File: src/rtl/mem_bus_arbiter.sv
`default_nettype none
// ============================================================================
// Module   : mem_bus_arbiter
// Purpose  : Shares the single RAM address/data/write port between the CPU
//            core and the DMA/IO requester. Uses a request/grant handshake.
//            There is a one-cycle turnaround between owners, and a
//            round-robin tie-break.
// Options  : ARB_BURST_LIMIT_EN - when defined, an owner that has held the
//            bus for MAX_BURST cycles while the other side waits is forced
//            off the bus for one turnaround.
// Revision : 1.0 - initial release
// ============================================================================
module mem_bus_arbiter #(
   parameter int ADDR_W    = 8,
   parameter int DATA_W    = 8,
   parameter int MAX_BURST = 8
) (
   input  logic              clk,
   input  logic              reset,
   input  logic              cpu_req,
   input  logic              cpu_done,
   input  logic [ADDR_W-1:0] cpu_addr,
   input  logic [DATA_W-1:0] cpu_wdata,
   input  logic              cpu_we,
   input  logic              dma_req,
   input  logic              dma_done,
   input  logic [ADDR_W-1:0] dma_addr,
   input  logic [DATA_W-1:0] dma_wdata,
   input  logic              dma_we,
   output logic              cpu_gnt,
   output logic              dma_gnt,
   output logic [ADDR_W-1:0] mem_addr,
   output logic [DATA_W-1:0] mem_wdata,
   output logic              mem_we,
   output logic [1:0]        owner
);

   localparam logic [1:0] c_OWNER_NONE = 2'd0;
   localparam logic [1:0] c_OWNER_CPU  = 2'd1;
   localparam logic [1:0] c_OWNER_DMA  = 2'd2;

   typedef enum logic [1:0] {
      ST_IDLE    = 2'd0,
      ST_OWN_CPU = 2'd1,
      ST_OWN_DMA = 2'd2,
      ST_TURN    = 2'd3
   } state_t;

   // Reject out-of-range burst limits at elaboration time
   generate
      if (MAX_BURST < 2 || MAX_BURST > 255) begin : g_bad_max_burst
         $error("mem_bus_arbiter: MAX_BURST must be in 2..255");
      end
   endgenerate

   state_t     r_state;
   logic       r_last_dma;    // 1 when DMA was the most recent owner
   logic       r_cpu_gnt;
   logic       r_dma_gnt;
   logic [1:0] r_owner;

   logic       w_cpu_wins;
   logic       w_dma_wins;
   logic       w_cpu_forced;
   logic       w_dma_forced;
   logic       w_cpu_release;
   logic       w_dma_release;

   // Round-robin: on a tie the side that did not own the bus last wins
   assign w_cpu_wins = cpu_req & (~dma_req | r_last_dma);
   assign w_dma_wins = dma_req & (~cpu_req | ~r_last_dma);

`ifdef ARB_BURST_LIMIT_EN
   localparam int                 c_CNT_W      = $clog2(MAX_BURST);
   localparam logic [c_CNT_W-1:0] c_BURST_LAST = c_CNT_W'(MAX_BURST - 1);

   logic [c_CNT_W-1:0] r_burst_cnt;

   // Count owned cycles; held at zero while unowned so each grant starts fresh
   always_ff @(posedge clk or posedge reset) begin
      if (reset) begin
         r_burst_cnt <= '0;
      end else if (r_state == ST_IDLE || r_state == ST_TURN) begin
         r_burst_cnt <= '0;
      end else if (r_burst_cnt != c_BURST_LAST) begin
         r_burst_cnt <= r_burst_cnt + 1'b1;
      end
   end

   assign w_cpu_forced = (r_burst_cnt == c_BURST_LAST) & dma_req;
   assign w_dma_forced = (r_burst_cnt == c_BURST_LAST) & cpu_req;
`else
   assign w_cpu_forced = 1'b0;
   assign w_dma_forced = 1'b0;
`endif

   // A done pulse from the non-owner is not part of these terms, so it is ignored
   assign w_cpu_release = cpu_done | ~cpu_req | w_cpu_forced;
   assign w_dma_release = dma_done | ~dma_req | w_dma_forced;

   // Ownership state machine with registered grant and owner outputs
   always_ff @(posedge clk or posedge reset) begin
      if (reset) begin
         r_state    <= ST_IDLE;
         r_cpu_gnt  <= 1'b0;
         r_dma_gnt  <= 1'b0;
         r_owner    <= c_OWNER_NONE;
         r_last_dma <= 1'b1;
      end else begin
         case (r_state)
            ST_IDLE, ST_TURN: begin
               if (w_cpu_wins) begin
                  r_state    <= ST_OWN_CPU;
                  r_cpu_gnt  <= 1'b1;
                  r_owner    <= c_OWNER_CPU;
                  r_last_dma <= 1'b0;
               end else if (w_dma_wins) begin
                  r_state    <= ST_OWN_DMA;
                  r_dma_gnt  <= 1'b1;
                  r_owner    <= c_OWNER_DMA;
                  r_last_dma <= 1'b1;
               end else begin
                  r_state    <= ST_IDLE;
               end
            end
            ST_OWN_CPU: begin
               if (w_cpu_release) begin
                  r_state   <= ST_TURN;
                  r_cpu_gnt <= 1'b0;
                  r_owner   <= c_OWNER_NONE;
               end
            end
            ST_OWN_DMA: begin
               if (w_dma_release) begin
                  r_state   <= ST_TURN;
                  r_dma_gnt <= 1'b0;
                  r_owner   <= c_OWNER_NONE;
               end
            end
            default: begin
               r_state   <= ST_IDLE;
               r_cpu_gnt <= 1'b0;
               r_dma_gnt <= 1'b0;
               r_owner   <= c_OWNER_NONE;
            end
         endcase
      end
   end

   // RAM port mux driven from the registered owner; unowned bus is all zero
   always_comb begin
      mem_addr  = '0;
      mem_wdata = '0;
      mem_we    = 1'b0;
      case (r_owner)
         c_OWNER_CPU: begin
            mem_addr  = cpu_addr;
            mem_wdata = cpu_wdata;
            mem_we    = cpu_we;
         end
         c_OWNER_DMA: begin
            mem_addr  = dma_addr;
            mem_wdata = dma_wdata;
            mem_we    = dma_we;
         end
         default: begin
            mem_addr  = '0;
            mem_wdata = '0;
            mem_we    = 1'b0;
         end
      endcase
   end

   assign cpu_gnt = r_cpu_gnt;
   assign dma_gnt = r_dma_gnt;
   assign owner   = r_owner;

endmodule
`default_nettype wire
File: config.mk
export PLATFORM = sky130hd
export DESIGN_NAME = mem_bus_arbiter
export DESIGN_NICKNAME = d
export VERILOG_FILES = /design/src/rtl/mem_bus_arbiter.sv
export SDC_FILE = /design/constraint.sdc
export NUM_CORES = 1
export LEC_CHECK = 0
export ABC_AREA = 0
export BUFFER_PORTS_ARGS = -buffer_cell sky130_fd_sc_hd__buf_4
export CAP_MARGIN = 10
export CORE_UTILIZATION = 38
export CTS_BUF_LIST = sky130_fd_sc_hd__clkbuf_8
export CTS_CLUSTER_DIAMETER = 30
export DETAILED_ROUTE_END_ITERATION = 7
export PLACE_DENSITY_LB_ADDON = 0.3
export SETUP_SLACK_MARGIN = 0.2
export SKIP_LAST_GASP = 1
export SYNTH_ARGS = -nofsm -noshare
export SYNTH_HDL_FRONTEND = slang
export SYNTH_SLANG_ARGS = --single-unit
File: constraint.sdc
create_clock -name clk -period 2.2 [get_ports clk]
set_input_delay 0.55 -clock clk [delete_from_list [all_inputs] [get_ports clk]]
set_output_delay 0.55 -clock clk [all_outputs]
set_load 0.1 [all_outputs]
==> results of run 1 <==
kinds of logic after synthesis:
kind of cell             share of synthesized area [%]
flip-flops                                        26.6
buffers and inverters                             8.85
multiplexers                                      3.77
AO/OA/AOI/OAI                                     35.2
adder cells (fa/ha/maj)                           7.53
AND/OR/NAND/NOR                                   18.1
metrics by stage:
step,setup slack (ns),hold WS (ns)
floorplan,-0.100,0.353
global placement,0.228,0.502
detailed placement,0.188,0.504
==> out/metrics.cfg, run 1 <==
[clocking]
post_cts_buffers=7
root_buffer=clkbuf_8
clockBufferDepth=2
cts_max_level=1
cts.sinks=7
numCtsBuffers=3
cts_resized=69
ctsHoldBuffers=0

[die]
die_y_um=43.8
ios=61
row_count=14
start_util_pct=42.1
die_w_um=43.8

[yosys]
ys.warnings.count=0
avgSynthCellArea_um2=8.00
synthFlopType=dfrtp_1
yosysTopAreaCellShare_pct=22.6
synth.largest_area_cell=dfrtp_1
synth_seq_cells=7
syn_inst=83
yosysSeqAreaShare_pct=26.6
yosys-top-cells-area=dfrtp_1 23%, a22oi_1 19%, nor2_1 9.6%, ha_1 7.5%, inv_1 5.1%
synth-edff-count=0
synth_nets=127
synth_area_um2=664
async_reset_ff_share_pct=100
synthDistinctLibCells=25
synthTopCellsByCount=17 x a22oi_1, 17 x nor2_1, 9 x inv_1

[placed_design]
dp_hpwl_um=1990
portBuffers=60
dpl.cell_count=157
routabilityCongestion=0.798
placed_cell_area_um2=1350

[run_status]
haltStage=clock tree synthesis
status=stopped before the end
tool.error=[ERROR DPL-0038] Utilization greater than 100%, impossible to legalize

==> run 2, diff against run 1 <==
- CORE_AREA: default -> 2 2 63 65
- CORE_UTILIZATION: 38 -> default
- CTS_BUF_LIST: sky130_fd_sc_hd__clkbuf_8 -> default
- CTS_CLUSTER_DIAMETER: 30 -> default
- DIE_AREA: default -> 0 0 65 67
- PLACE_DENSITY_LB_ADDON: 0.3 -> 0.15
- SETUP_SLACK_MARGIN: 0.2 -> default
==> run 2 against run 1 <==
Effect of this change:
- the flow now finishes without violations
- synthesized area is the same
- synthesized cell count did not move
==> out/metrics.cfg, run 2 <==
[global_route]
gr-total-overflow=0
top_usage_layer=met2
grtUsageTotal_pct=11.6
grtUsageMet2_pct=19.5
grt_pass1_vias=863
grt_pass1_wl_um=3930
antenna_found_initial=0
grtUsageMet3_pct=2.70
grt_max_degree=18
met1_usage_pct=14.3

[yosys]
yosys-top-cells-area=dfrtp_1 23%, a22oi_1 19%, nor2_1 9.6%, ha_1 7.5%, inv_1 5.1%
synthDistinctLibCells=25  ; unchanged
synth.largest_area_cell=dfrtp_1
synth-edff-count=0  ; unchanged
ys.warnings.count=0  ; unchanged
synth_area_um2=664  ; unchanged
synth_nets=127  ; unchanged
synthFlopType=dfrtp_1
syn_inst=83  ; unchanged
avgSynthCellArea_um2=8.00  ; unchanged
async_reset_ff_share_pct=100  ; unchanged
synthTopCellsByCount=17 x a22oi_1, 17 x nor2_1, 9 x inv_1
synth_seq_cells=7  ; unchanged
yosysSeqAreaShare_pct=26.6  ; unchanged
yosysTopAreaCellShare_pct=22.6  ; unchanged

[cells_and_area]
final_core_util_pct=43.2
drive_above_1_share_pct=72.0
area_growth_syn_to_layout_pct=135
diodes=0
n_fill_cell=360
nets=195
layout_commonest_cell=buf_4
final_cell_mix=50 x buf_4, 17 x nor2_4, 15 x buf_6, 9 x a22oi_1, 8 x a22oi_2

[critical_path]
crit_path_start_kind=flip-flop
crit_path_end_kind=output pin
r2r-start=r_state[0]
r2r-end=r_state[0]
worst-r2r-setup-slack_ns=0.71
critical_path_class=reg2out
cp_max_fo=17
crit_arrival_ns=1.65
startpoint=owner[0]
reg2regPathDepth=5
crit_required_ns=1.65

[timing]
min_period_ns=2.20
drv_slew=0
finalSetupViolCount=0
worstMarginPinSlew_ns=0.288
setup_ws_ns=0.00385
rsz0062_at_grt=true
max-slew-margin-rel_pct=80.8
max_freq_mhz=455
fin_crit_sh_pct=99.8
clock_skew_ns=0.00132
hold_viol=0

[route]
drt_pass1_iterations=4
vias=877
drtIter0Drc=16
viasPerCell=4.43
ant_nets=0
routed_wl_um=2460
drc_errors=0
post_drt_wl_per_cell_um=12.4

[die]
fp.dieArea_um2=4360
start_util_pct=18.4  ; -24 points
ios=61  ; unchanged
row_count=22  ; +8
core_area_um2=3610
die_y_um=67  ; +53%
die_w_um=65  ; +48%

[clocking]
cts_max_level=1  ; unchanged
cts_tree=done
root_buffer=clkbuf_8
clk_pin_slew_ns=0.04
numCtsBuffers=3  ; unchanged
ctsHoldBuffers=0  ; unchanged
cts.sinks=7  ; unchanged
insertion_delay_ns=0.23
clockBufferDepth=2  ; unchanged

[placed_design]
portBuffers=60  ; unchanged
post-place-ws_ns=0.185  ; -0.00297 ns
dp_hpwl_um=1880  ; -5.5%
routabilityCongestion=0.745  ; -6.6%

[run_status]
status=complete, no violations

[power]
powerDensity_nw_per_um2=1760
ir_drop_mv=0.612
p_leak_nw=0.681

[job]
max_cap_viol_count=0

[min_path]
hp-class=in2async

==> run 2: worst max path at each step <==
stage / depth (start not counted) / endpoint / slack (ns)
CTS: 5 / mem_addr[6] / -0.03
global route: 5 / mem_addr[6] / -0.05
finish: 5 / mem_wdata[5] / 0.004
floorplan: 5 / mem_addr[0] / -0.10
detailed placement: 5 / mem_addr[0] / 0.19
global placement: 5 / mem_wdata[1] / 0.22
==> run 2: cells by family (layout without fill, tap and decap cells) <==
| kind of cell | count (synthesis) | count (layout) | synth area share (%) |
|---|---|---|---|
| buffers and inverters | 15 | 82 | 8.85 |
| adders and majority gates | 4 | 4 | 7.53 |
| DFF | 7 | 7 | 26.6 |
| muxes | 2 | 2 | 3.77 |
| and+or+nand+nor | 24 | 24 | 18.1 |
| AOI/OAI and AO/OA | 31 | 31 | 35.2 |
==> run 2: critical path, stage by stage, from the launching register on <==
cell	delay (ns)
dfrtp_4	0.49
ha_1	0.24
buf_12	0.16
a22oi_1	0.25
nor2_4	0.04
buf_4	0.23
==> run 2: final cells by class <==
type | instances | area [µm²] | area share (%)
Timing Repair Buffer | 69 | 624 | 40.0
Multi-Input combinational cell | 61 | 609 | 39.1
Sequential cell | 7 | 184 | 11.8
Tap cell | 48 | 60.1 | 3.85
Clock buffer | 4 | 45.0 | 2.89
Inverter | 9 | 36.3 | 2.33
==> run 2: power breakdown <==
part	switching, W	leakage (nW)	internal (W)
logic	0.00152	0.584	0.000776
clock network	0.0000642	0.0228	0.000126
registers	0.0000516	0.0752	0.000204
total	0.00164	0.681	0.00111
==> run 2: routing by layer <==
layer  routed length [µm]  part of all wire, %
met3                  193                  7.8
met4                   33                  1.3
met1                  985                   40
met2                 1250                   51
met5                    0                    0
==> run 2: what timing repair did <==
action                                  4_1_cts  5_1_grt
gates resized for setup                       8       17
buffers inserted                              4        4
pin swaps                                     1        0
endpoints found under the setup margin       16       16
==> run 2: per-stage QoR <==
step / hold WS [ns] / area, µm² / setup TNS (ns) / power (W) / cells
6_report: 0.256 / 1560 / 0 / 0.00274 / 198
2_1_floorplan: 0.353 / 886 / -1.03 / 0.00204 / 83
5_1_grt: 0.284 / 1560 / -0.215 / 0.00288 / 198
3_5_place_dp: 0.519 / 1330 / 0 / 0.00228 / 186
3_3_place_gp: 0.512 / 1330 / 0 / 0.00227 / 186
4_1_cts: 0.269 / 1450 / -0.199 / 0.00263 / 194
Power figures use the tool's default switching activity.
